## config.mk

```make
export PLATFORM = sky130hd
export DESIGN_NAME = top_sdiv_seq_24s_9ns_16_flat
export DESIGN_NICKNAME = d
export VERILOG_FILES = /design/src/rtl/top_sdiv_seq_24s_9ns_16_if.sv /design/src/rtl/top_sdiv_seq_24s_9ns_16.sv /design/src/flat_wrapper.sv
export SDC_FILE = /design/constraint.sdc
export NUM_CORES = 1
export LEC_CHECK = 0
export ABC_AREA = 1
export CORE_MARGIN = 3
export CORE_UTILIZATION = 60
export CTS_CLUSTER_SIZE = 30
export DETAILED_ROUTE_END_ITERATION = 10
export GPL_ROUTABILITY_DRIVEN = 0
export MAX_ROUTING_LAYER = met4
export PLACE_DENSITY_LB_ADDON = 0.3
export REMOVE_ABC_BUFFERS = 1
export SYNTH_ARGS = -nofsm -noshare
export SYNTH_HDL_FRONTEND = slang
export SYNTH_SLANG_ARGS = --single-unit
```

## constraint.sdc

```tcl
create_clock -name clk -period 2.6 [get_ports clk]
set_input_delay 0.52 -clock clk [delete_from_list [all_inputs] [get_ports clk]]
set_output_delay 0.52 -clock clk [all_outputs]
set_load 0.005 [all_outputs]
```

## src/rtl/top_sdiv_seq_24s_9ns_16_if.sv

```systemverilog
// Handshake and data bundle for the sequential signed divider top_sdiv_seq_24s_9ns_16.
// The master drives ce/start/operands; the slave (divider) returns status and results.
interface top_sdiv_seq_24s_9ns_16_if #(
    parameter int DIVIDEND_WIDTH = 24,
    parameter int DIVISOR_WIDTH  = 9,
    parameter int QUOTIENT_WIDTH = 16
);
    logic                      ce;
    logic                      start;
    logic [DIVIDEND_WIDTH-1:0] din0;
    logic [DIVISOR_WIDTH-1:0]  din1;
    logic                      busy;
    logic                      done;
    logic [QUOTIENT_WIDTH-1:0] quot;
    logic [DIVISOR_WIDTH:0]    rem;
    logic                      ovf;
    logic                      dbz;

    modport master (
        output ce, start, din0, din1,
        input  busy, done, quot, rem, ovf, dbz
    );

    modport slave (
        input  ce, start, din0, din1,
        output busy, done, quot, rem, ovf, dbz
    );
endinterface

```

## src/rtl/top_sdiv_seq_24s_9ns_16.sv

```systemverilog
// Sequential restoring divider: signed 24-bit dividend / unsigned 9-bit divisor -> signed 16-bit
// quotient and signed remainder, one radix-2 step per ce cycle. Define TOP_SDIV_SAT_EN to saturate on overflow.
module top_sdiv_seq_24s_9ns_16 #(
    parameter int DIVIDEND_WIDTH = 24,
    parameter int DIVISOR_WIDTH  = 9,
    parameter int QUOTIENT_WIDTH = 16
) (
    input  logic                        clk,
    input  logic                        reset,
    top_sdiv_seq_24s_9ns_16_if.slave    bus
);
    localparam int CW = $clog2(DIVIDEND_WIDTH);
    localparam logic [DIVIDEND_WIDTH-1:0] POS_LIMIT = DIVIDEND_WIDTH'(2 ** (QUOTIENT_WIDTH - 1) - 1);
    localparam logic [DIVIDEND_WIDTH-1:0] NEG_LIMIT = DIVIDEND_WIDTH'(2 ** (QUOTIENT_WIDTH - 1));

    typedef enum logic [1:0] {S_IDLE, S_CALC, S_FIX, S_DONE} state_e;

    state_e                    state_q;
    logic [CW-1:0]             cnt_q;
    logic [DIVIDEND_WIDTH-1:0] shreg_q;     // dividend magnitude shifts out, quotient bits shift in
    logic [DIVISOR_WIDTH:0]    prem_q;
    logic [DIVISOR_WIDTH-1:0]  divisor_q;
    logic                      neg_q;
    logic                      zero_div_q;
    logic                      busy_q;
    logic                      done_q;
    logic [QUOTIENT_WIDTH-1:0] quot_q;
    logic [DIVISOR_WIDTH:0]    rem_q;
    logic                      ovf_q;
    logic                      dbz_q;

    logic [DIVISOR_WIDTH:0]    prem_shift;
    logic [DIVISOR_WIDTH:0]    prem_d;
    logic                      qbit;
    logic [DIVIDEND_WIDTH-1:0] shreg_d;
    logic [DIVIDEND_WIDTH-1:0] mag_in;
    logic [QUOTIENT_WIDTH-1:0] quot_wrap;
    logic [QUOTIENT_WIDTH-1:0] quot_sat;
    logic [QUOTIENT_WIDTH-1:0] quot_d;
    logic [DIVISOR_WIDTH:0]    rem_d;
    logic                      ovf_d;

    // NOTE: every always_comb output gets a value on every path (defaults first) so no latch is inferred.
    always_comb begin
        prem_shift = {prem_q[DIVISOR_WIDTH-1:0], shreg_q[DIVIDEND_WIDTH-1]};
        qbit       = (prem_shift >= {1'b0, divisor_q});
        prem_d     = qbit ? (prem_shift - {1'b0, divisor_q}) : prem_shift;
        shreg_d    = {shreg_q[DIVIDEND_WIDTH-2:0], qbit};

        // -2^23 negates to itself, which read as unsigned is exactly 2^23
        mag_in = bus.din0[DIVIDEND_WIDTH-1] ? (~bus.din0 + DIVIDEND_WIDTH'(1)) : bus.din0;

        quot_wrap = neg_q ? (~shreg_q[QUOTIENT_WIDTH-1:0] + QUOTIENT_WIDTH'(1))
                          : shreg_q[QUOTIENT_WIDTH-1:0];
        quot_sat  = neg_q ? {1'b1, {(QUOTIENT_WIDTH-1){1'b0}}} : {1'b0, {(QUOTIENT_WIDTH-1){1'b1}}};
        ovf_d     = neg_q ? (shreg_q > NEG_LIMIT) : (shreg_q > POS_LIMIT);
        rem_d     = neg_q ? (~prem_q + (DIVISOR_WIDTH+1)'(1)) : prem_q;
`ifdef TOP_SDIV_SAT_EN
        quot_d    = ovf_d ? quot_sat : quot_wrap;
`else
        quot_d    = quot_wrap;
`endif
        if (zero_div_q) begin
            quot_d = quot_sat;
            rem_d  = '0;
            ovf_d  = 1'b1;
        end
    end

    // NOTE: all state is updated with non-blocking assignments so every register samples pre-edge values.
    always_ff @(posedge clk) begin
        if (reset) begin
            state_q    <= S_IDLE;
            cnt_q      <= '0;
            shreg_q    <= '0;
            prem_q     <= '0;
            divisor_q  <= '0;
            neg_q      <= 1'b0;
            zero_div_q <= 1'b0;
            busy_q     <= 1'b0;
            done_q     <= 1'b0;
            quot_q     <= '0;
            rem_q      <= '0;
            ovf_q      <= 1'b0;
            dbz_q      <= 1'b0;
        end else if (bus.ce) begin
            unique case (state_q)
                S_IDLE: begin
                    if (bus.start) begin
                        shreg_q    <= mag_in;
                        divisor_q  <= bus.din1;
                        neg_q      <= bus.din0[DIVIDEND_WIDTH-1];
                        zero_div_q <= (bus.din1 == '0);
                        prem_q     <= '0;
                        cnt_q      <= CW'(DIVIDEND_WIDTH - 1);
                        busy_q     <= 1'b1;
                        state_q    <= S_CALC;
                    end
                end
                S_CALC: begin
                    shreg_q <= shreg_d;
                    prem_q  <= prem_d;
                    cnt_q   <= cnt_q - 1'b1;
                    if (cnt_q == '0) state_q <= S_FIX;
                end
                S_FIX: begin
                    quot_q  <= quot_d;
                    rem_q   <= rem_d;
                    ovf_q   <= ovf_d;
                    dbz_q   <= zero_div_q;
                    done_q  <= 1'b1;
                    state_q <= S_DONE;
                end
                S_DONE: begin
                    done_q  <= 1'b0;
                    busy_q  <= 1'b0;
                    state_q <= S_IDLE;
                end
                default: state_q <= S_IDLE;
            endcase
        end
    end

    assign bus.busy = busy_q;
    assign bus.done = done_q;
    assign bus.quot = quot_q;
    assign bus.rem  = rem_q;
    assign bus.ovf  = ovf_q;
    assign bus.dbz  = dbz_q;
endmodule

```

## src/flat_wrapper.sv

```systemverilog
// flat-port wrapper written by rule: the top's interface ports become plain ports
module top_sdiv_seq_24s_9ns_16_flat 
#(
    parameter int DIVIDEND_WIDTH = 24,
    parameter int DIVISOR_WIDTH  = 9,
    parameter int QUOTIENT_WIDTH = 16
)
  (clk, reset, bus_ce, bus_start, bus_din0, bus_din1, bus_busy, bus_done, bus_quot, bus_rem, bus_ovf, bus_dbz);
  top_sdiv_seq_24s_9ns_16_if #(.DIVIDEND_WIDTH(DIVIDEND_WIDTH), .DIVISOR_WIDTH(DIVISOR_WIDTH), .QUOTIENT_WIDTH(QUOTIENT_WIDTH)) bus_i ();
  input  logic clk;
  input  logic reset;
  input wire logic [$bits(bus_i.ce)-1:0] bus_ce;
  input wire logic [$bits(bus_i.start)-1:0] bus_start;
  input wire logic [$bits(bus_i.din0)-1:0] bus_din0;
  input wire logic [$bits(bus_i.din1)-1:0] bus_din1;
  output wire logic [$bits(bus_i.busy)-1:0] bus_busy;
  output wire logic [$bits(bus_i.done)-1:0] bus_done;
  output wire logic [$bits(bus_i.quot)-1:0] bus_quot;
  output wire logic [$bits(bus_i.rem)-1:0] bus_rem;
  output wire logic [$bits(bus_i.ovf)-1:0] bus_ovf;
  output wire logic [$bits(bus_i.dbz)-1:0] bus_dbz;
  assign bus_i.ce = bus_ce;
  assign bus_i.start = bus_start;
  assign bus_i.din0 = bus_din0;
  assign bus_i.din1 = bus_din1;
  assign bus_busy = bus_i.busy;
  assign bus_done = bus_i.done;
  assign bus_quot = bus_i.quot;
  assign bus_rem = bus_i.rem;
  assign bus_ovf = bus_i.ovf;
  assign bus_dbz = bus_i.dbz;
  top_sdiv_seq_24s_9ns_16 #(.DIVIDEND_WIDTH(DIVIDEND_WIDTH), .DIVISOR_WIDTH(DIVISOR_WIDTH), .QUOTIENT_WIDTH(QUOTIENT_WIDTH)) u_core (.clk(clk), .reset(reset), .bus(bus_i));
endmodule
```

# == Word-level counts from Yosys, hierarchy flattened ==
# Cells that the tools add are included.
# Widths: inputs -> output; s select.
# totals
register_bits,82
in_bits,37
output_inout_bits,30
wordCells,62
# classes
add_sub_neg,5
order_cmp,3
eq_ne,5
mux,21
bitwise,3
n_reduce_logical,12
# ops
operator,n
$mux 16,3
$mux 24,2
$pmux 24 s2,1
$mux 10,4
$add 24x1->24 const B,1
$gt 24x15->1 const B,1
$gt 24x16->1 const B,1
$not 24->24,1
$pmux 10 s2,1
$add 16x1->16 const B,1
$not 16->16,1
$reduce_and 3->1,4
$add 10x1->10 const B,1
$ge 10x9->1,1
$not 10->10,1
$pmux 5 s2,1
$sub 10x9->10,1
$logic_not 9->1,1
$pmux 2 s4,1
$reduce_bool 2->1,3
$logic_not 5->1,1
$mux 5,1
$sub 5x1->5 const B,1
$eq 2x2->1 const B,2
other kinds (8),13

# == Depth between registers and ports, before layout ==
# Gate-level depths: netlist (run 1).
# logic_depth
ltp_word,5
depth_mapped,13
depth_no_buf,13

# == Least setup slack after synthesis (run 1) ==
# No wires, ideal clock.
# synth_timing
path_kind,reg2reg
start,reg u_core.shreg_q[23]
end,reg u_core.prem_q[7]
setup_ns,0.132
arrival_ns,1.591
required_ns,2.468
slack_ns,0.876
path_stages_with_launch,11
path_buffers,0
period_less_slack_ns,1.724
path_cell_list,dfxtp_1 inv_1 ha_1 inv_1 fa_1 nand3_1 nand3_1 nor2_2 nand2_1 nand3_1 a21oi_1
# synth_via
elab_chain_cells,3
word_cells_on_any_way,4
classes_between,add/sub (1); order compare (1); mux (2)
# synth_rtl
element,line,text
from (decl),top_sdiv_seq_24s_9ns_16.sv:20,logic [DIVIDEND_WIDTH-1:0] shreg_q;
from (signal assigned),top_sdiv_seq_24s_9ns_16.sv:90,shreg_q <= mag_in;
from (signal assigned),top_sdiv_seq_24s_9ns_16.sv:101,shreg_q <= shreg_d;
$sub 10x9->10 / $ge 10x9->1 (equally long branches),"top_sdiv_seq_24s_9ns_16.sv:47, top_sdiv_seq_24s_9ns_16.sv:46",
$mux 10 *,top_sdiv_seq_24s_9ns_16.sv:47,"prem_d = qbit ? (prem_shift - {1'b0, divisor_q}) : prem_shift;"
$pmux 10 s2 *,top_sdiv_seq_24s_9ns_16.sv:87,unique case (state_q)
to (signal assigned),top_sdiv_seq_24s_9ns_16.sv:102,prem_q <= prem_d;
to (decl),top_sdiv_seq_24s_9ns_16.sv:21,logic [DIVISOR_WIDTH:0] prem_q;
# Every way passes the cells marked *; elsewhere a longest branch is shown, timed or not.
# A chain may end at the register's enable or synchronous reset.

# == Final worst setup path (run 1) ==
# layout_timing
start,reg u_core.shreg_q[23]
end,reg u_core.shreg_q[0]
# layout_via
elab_chain_cells,2
# layout_rtl
element,line,text
$ge 10x9->1,top_sdiv_seq_24s_9ns_16.sv:46,"qbit = (prem_shift >= {1'b0, divisor_q});"
$pmux 24 s2,top_sdiv_seq_24s_9ns_16.sv:87,
# No other way between the ends.

==> run_results.csv, run 1 <==
group,metric,value,unit
flow_run,max_cap_violations,0,
synth,synthSimpleGateAreaFrac,32.9,%
pwr,p_per_area,614,mW/mm^2
pwr,total_power,3.77,mW
global_route,antenna_found_initial,0,
synth,synth_top_family_by_area,"simple AND/OR/NAND/NOR gates",
finish,syn_to_final_growth,17.6,%
synth,synth_warnings,0,
clocking,cts_resized,0,
clocking,cts_setup_buffers,0,
sta,slew_headroom,58.1,%
place,dp.cells,980,
die,core,0.00834,sq mm
status,outcome,"complete, no violations",
die,die_h,99.3,um
sta,finClkSkew,9.96,ps
clocking,postCtsHoldBufs,0,
worst_hold_path,hold_class,"flip-flop to flip-flop",
worst_setup_path,reg2reg_setup_slack,390,ps
worst_setup_path,crit_fanout,11,
place,io_buffers,66,
drt,drc,0,
synth,synth_compound_area_share,17.9,%
drt,drt_wl_total,13.6,mm
worst_setup_path,r2r_end,"u_core.shreg_q[0]",
synth,synthMuxAreaShare,0,%
die,die_area,0.00986,sq mm
clocking,cts_buffer_depth,2,
synth,synth_cells,834,
die,std_cell_rows,33,
global_route,grt.overflow.total,0,
place,placed_cell_area,0.00595,sq mm
sta,worst_slack,390,ps
finish,drive_above_1_share,3.82,%
synth,avgSynthCellArea,6.26,sq um
worst_hold_path,hold_path_depth,2,
worst_hold_path,min_from,"u_core.divisor_q[8]",
finish,final_cell_mix,"208 x nand2_1, 95 x inv_1, 90 x a21oi_1, 82 x dfxtp_1, 81 x nor2_1",
finish,postLayoutCellArea,0.00614,sq mm
clocking,path_clk_slew,80,ps
worst_hold_path,hold-path-endpoint,"u_core.divisor_q[8]",
finish,final_common_cell,"nand2_1",
worst_setup_path,cp.required,2810,ps
clocking,tritoncts,"done",
synth,async_reset_ff_share,0,%
drt,antenna_left,0,
drt,dr.pass1.iters,6,
finish,fillers,700,
worst_setup_path,crit_path_start_kind,"flip-flop",
sta,max_slew.worst_pin.slew,627,ps
place,place.detailed.hpwl,9.98,mm
die,die_w,99.3,um
global_route,grt_pass1_wl,23.0,mm
pwr,vdd_drop_max,0.300,mV
finish,final_cell_count_no_fill,996,
synth,syn_area,0.00522,sq mm
global_route,grt_pass1_vias,5174,
synth,synth_edf_count,0,
sta,fin_crit,2210,ps
pwr,p_leak,2.74,nW
clocking,cts-root-buf,"clkbuf_8",
drt,num_vias,5604,
sta,hold_violations,0,
finish,final_util,73.6,%
synth,ys_seq_elements,82,
sta,fmax,452,MHz
worst_setup_path,path_class,"flip-flop to flip-flop",
die,ioPinCount,67,
worst_setup_path,crit_path_end_kind,"flip-flop",
place,pre_cts_slack,257,ps
clocking,htreeDepth,3,
sta,setup_viol,0,
sta,fin_hold_ws,466,ps
sta,finalCritPeriodShare,85.0,%
drt,via_per_inst,5.63,
drt,wl_per_cell,13.6,um
finish,nets,942,
die,start_util,62.6,%
sta,final_max_slew_viol_count,0,
worst_setup_path,worstRegToRegCells,8,
drt,dr.first_iter.drc_count,370,
clocking,clock-sinks,82,
sta,tns,0,ps
clocking,clk_latency,350,ps
clocking,cts_inserted_buffers,9,
synth,synthFlopType,"dfxtp_1",
synth,yosysSeqAreaShare,31.4,%
finish,num_antenna_cells,0,
synth,synth_fa_ha_area_share,4.70,%
synth,synthXorXnorAreaFrac,2.85,%
worst_setup_path,arrival,2420,ps
sta,rsz0062_at_grt,"no",
global_route,grtUsageTotal,28.6,%
global_route,grt_max_degree,50,
synth,synth.distinct_cells,40,
worst_setup_path,reg2reg_from,"u_core.shreg_q[23]",
[critical path: stages, from the launching register on]
cell and delay [ps]:
dfxtp_1 320, inv_1 100, ha_1 160, inv_1 80, fa_1 460, nand3_1 140
nand4_1 380, o21ai_0 350, a21oi_1 90
[flip-flops by register name, indices dropped and copies added, names as in the netlist]
name,flops
u_core.shreg_q,24
u_core.bus.quot,16
u_core.bus.rem,10
u_core.prem_q,10
u_core.divisor_q,9
u_core.cnt_q,5
u_core.state_q,2
u_core.bus.busy,1
u_core.bus.dbz,1
u_core.bus.done,1
u_core.bus.ovf,1
u_core.neg_q,1
u_core.zero_div_q,1
[synthesized netlist by cell type, drive strengths merged (3+ instances only)]
| cell type | count | area [sq um] |
|---|---|---|
| nor2 | 84 | 323 |
| clkbuf | 23 | 88.8 |
| buf | 13 | 67.6 |
| or2 | 3 | 18.8 |
| xnor2 | 3 | 26.3 |
| nand3 | 75 | 375 |
| o21ai | 63 | 315 |
| dfxtp | 82 | 1640 |
| a211oi | 3 | 22.5 |
| nand3b | 6 | 45.0 |
| ha | 18 | 225 |
| inv | 97 | 364 |
| a21oi | 90 | 450 |
| nand4 | 14 | 87.6 |
| nand2 | 210 | 793 |
| nor4 | 3 | 18.8 |
| nor3 | 6 | 30.0 |
| o211ai | 7 | 52.6 |
| clkinv | 3 | 11.3 |
| a31oi | 5 | 31.3 |
| xor2 | 14 | 123 |
[routing by layer]
| metal | wire length (um) | global-route usage (%) | vias to the layer above | share of wire (%) |
|---|---|---|---|---|
| met5 | 0 | - | - | 0 |
| met4 | 242 | 9.56 | 0 | 1.8 |
| met3 | 921 | 3.16 | 29 | 6.8 |
| met2 | 6330 | 46.6 | 225 | 47 |
| met1 | 6060 | 37.3 | 2510 | 45 |
| li1 | - | - | 2840 | - |
[how the worst max path moves through the flow]
stage / slack [ps] / depth (start not counted) / to / from
finish: 390 / 8 / u_core.shreg_q[0] / u_core.shreg_q[23]
global route: 180 / 8 / u_core.shreg_q[0] / u_core.shreg_q[23]
CTS: 400 / 8 / u_core.shreg_q[0] / u_core.shreg_q[23]
detailed placement: 260 / 12 / u_core.shreg_q[10] / bus_din0[0]
global placement: 310 / 12 / u_core.shreg_q[10] / bus_din0[0]
floorplan: 430 / 7 / u_core.state_q[0] / u_core.state_q[1]
[kinds of logic after synthesis]
| group | after synthesis |
|---|---|
| buf+inv | 136 |
| fa+ha+maj | 19 |
| simple gates | 404 |
| compound gates | 176 |
| xor+xnor | 17 |
| flops | 82 |
[power breakdown]
group / switching [mW] / internal, mW / leakage, nW
Clock: 0.460 / 0.445 / 0.0828
Sequential: 0.0974 / 1.37 / 0.669
Combinational: 0.875 / 0.517 / 1.99
Total: 1.43 / 2.34 / 2.74
[final cells by class]
cell class | instances | area (sq um) | area share, %
Sequential cell | 82 | 1640 | 26.7
Tap cell | 105 | 131 | 2.14
Inverter | 100 | 375 | 6.11
Timing Repair Buffer | 77 | 756 | 12.3
Clock inverter | 4 | 52.6 | 0.856
Multi-Input combinational cell | 616 | 3050 | 49.6
Clock buffer | 12 | 135 | 2.20
Power figures use the tool's default switching activity.
==> inputs of run 2 (changes only) <==
--- a/config.mk
+++ b/config.mk
@@ -6,11 +6,13 @@
 export NUM_CORES = 1
 export LEC_CHECK = 0
 export ABC_AREA = 1
+export CAP_MARGIN = 40
 export CORE_MARGIN = 3
-export CORE_UTILIZATION = 60
+export CORE_UTILIZATION = 51
 export CTS_CLUSTER_SIZE = 30
 export DETAILED_ROUTE_END_ITERATION = 10
 export GPL_ROUTABILITY_DRIVEN = 0
+export GPL_TIMING_DRIVEN = 0
 export MAX_ROUTING_LAYER = met4
 export PLACE_DENSITY_LB_ADDON = 0.3
 export REMOVE_ABC_BUFFERS = 1
==> constraint.sdc (replaced) <==
create_clock -name clk -period 2 [get_ports clk]
set_input_delay 0.4 -clock clk [delete_from_list [all_inputs] [get_ports clk]]
set_output_delay 0.4 -clock clk [all_outputs]
set_load 0.005 [all_outputs]
==> run_results.csv, run 2 (same netlist as run 1, synthesis figures left out) <==
group,metric,value,unit
clocking,postCtsHoldBufs,0,
worst_hold_path,hold_class,"input port to flip-flop",
finish,postLayoutCellArea,0.00639,sq mm
sta,fmax,528,MHz
clocking,clk_latency,370,ps
global_route,antenna_found_initial,0,
worst_setup_path,slowest_stage,"fa_2",
finish,top_register,"u_core.shreg_q",
finish,largest_reg_flops,24,
pwr,combPwrFrac,38.1,%
worst_setup_path,crit_fanout,5,
worst_setup_path,cp.required,2250,ps
sta,final_max_slew_viol_count,0,
worst_setup_path,reg2reg_from,"u_core.shreg_q[23]",
clocking,tritoncts,"done",
drt,via_per_inst,5.50,
pwr,p_per_area,803,mW/mm^2
pwr,vdd_drop_max,0.343,mV
worst_setup_path,reg2reg_setup_slack,110,ps
clocking,cts_buffer_depth,2,
drt,drt_wl_total,14.1,mm
global_route,grt_pass1_wl,22.7,mm
finish,final_cell_mix,"205 x nand2_1, 94 x inv_1, 89 x a21oi_1, 80 x nor2_1, 80 x dfxtp_1",
global_route,grtUsageTotal,24.7,%
finish,final_util,64.8,%
die,die_area,0.0115,sq mm
sta,setup_viol,0,
pwr,power_frac_seq,37.6,%
drt,dr.pass1.iters,5,
clocking,clock-sinks,82,
worst_setup_path,crit_path_end_kind,"flip-flop",
finish,nets,951,
die,die_h,107,um
clocking,cts_inserted_buffers,9,
die,std_cell_rows,36,
drt,antenna_left,0,
sta,finClkSkew,11.2,ps
clocking,htreeDepth,3,
flow_run,max_cap_violations,0,
die,ioPinCount,67,
global_route,grt_max_degree,49,
finish,num_antenna_cells,0,
place,placed_cell_area,0.00592,sq mm
worst_hold_path,hold-path-endpoint,"u_core.prem_q[7]",
sta,tns,0,ps
finish,final_cell_count_no_fill,1033,
sta,fin_crit,1890,ps
die,core,0.00986,sq mm
finish,drive_above_1_share,7.33,%
drt,dr.first_iter.drc_count,436,
pwr,swShare,38.2,%
worst_setup_path,crit_buf_inv,2,
clocking,path_clk_slew,90,ps
worst_setup_path,r2r_end,"u_core.prem_q[8]",
global_route,grt_pass1_vias,5019,
worst_setup_path,path_class,"flip-flop to flip-flop",
finish,syn_to_final_growth,22.4,%
worst_hold_path,min_from,"reset",
pwr,p_int,3.17,mW
pwr,p_leak,2.83,nW
place,dp.cells,999,
place,place.detailed.hpwl,9.78,mm
worst_setup_path,crit_path_start_kind,"flip-flop",
sta,rsz0062_at_grt,"no",
worst_setup_path,crit_family,"simple AND/OR/NAND/NOR gates",
worst_setup_path,arrival,2150,ps
worst_setup_path,max_stage_delay,440,ps
pwr,total_power,5.13,mW
clocking,cts-root-buf,"clkbuf_8",
finish,final_common_cell,"nand2_1",
die,die_w,107,um
worst_setup_path,crit_top_cell,"nand3_1",
sta,finalCritPeriodShare,94.7,%
worst_setup_path,worstRegToRegCells,10,
drt,drc,0,
sta,max_slew.worst_pin.slew,544,ps
worst_setup_path,critical_path.cell_chain,"inv_2 > ha_1 > inv_1 > fa_2 > nand3_1 > nand3_2 > nor2_4 > nand2_1 > nand3_1 > a21oi_1",
pwr,p_clk_share,24.3,%
sta,slew_headroom,63.7,%
pwr,power_switching,1.96,mW
global_route,grt.overflow.total,0,
drt,wl_per_cell,13.7,um
sta,hold_violations,0,
die,start_util,52.9,%
worst_hold_path,hold_path_depth,2,
place,io_buffers,66,
drt,num_vias,5677,
status,outcome,"complete, no violations",
run 2: worst max-delay path by stage:
| stage | start | endpoint | cells past startpoint |
|---|---|---|---|
| 2_1_floorplan | u_core.state_q[1] | u_core.state_q[0] | 7 |
| 6_report | u_core.shreg_q[23] | u_core.prem_q[8] | 10 |
| 3_5_place_dp | bus_ce | u_core.shreg_q[2] | 7 |
| 5_1_grt | u_core.shreg_q[23] | u_core.prem_q[3] | 10 |
| 4_1_cts | u_core.state_q[0] | u_core.shreg_q[2] | 9 |
| 3_3_place_gp | reset | u_core.cnt_q[3] | 3 |
run 2: layer usage:
layer  routed length, um  GRT usage [%]  part of all wire, %  vias to the layer above
met2                6310           38.5                   45                      205
met5                   0              -                    0                        -
met3                 936           3.61                  6.6                       35
met1                6480           32.4                   46                     2572
met4                 415           9.86                  2.9                        0
li1                    -              -                    -                     2865
run 2: power groups by stage:
stage          logic (mW)  clock network (mW)  registers (mW)
6_report             1.95                1.25            1.93
5_1_grt              2.21                1.33            1.95
4_1_cts              1.79                1.27            1.92
3_5_place_dp         1.72                   0            1.96
3_3_place_gp         1.67                   0            1.95
2_1_floorplan        1.23                   0            1.92
run 2: repair_timing:
| action | 4_1_cts | 5_1_grt |
|---|---|---|
| pin swaps | 1 | 5 |
| buffers inserted | 1 | 14 |
| setup endpoints to repair | 59 | 42 |
| gates cloned | 0 | 3 |
| resized for setup | 16 | 20 |
run 2: cell type report:
class / instances / area, sq um
fill: 862 / 3480
multi-input combinational: 619 / 3180
sequential: 82 / 1640
timing repair buffer: 83 / 798
inverter: 100 / 394
tap: 133 / 166
clock buffer: 12 / 155
clock inverter: 4 / 50.0
run 2: worst register-to-register path: cells and delay by family (launching register included):
| family | cells | cell delay [ps] |
|---|---|---|
| and+or+nand+nor | 5 | 650 |
| AOI/OAI and AO/OA | 1 | 70 |
| DFF | 1 | 330 |
| adders and majority gates | 2 | 580 |
| buffers and inverters | 2 | 150 |
run 2: through the flow:
step	hold WS, ps	setup slack [ps]
2_1_floorplan	438	-167
3_3_place_gp	449	-1750
5_1_grt	287	0.459
4_1_cts	271	2.28
3_5_place_dp	456	-1150
6_report	278	106
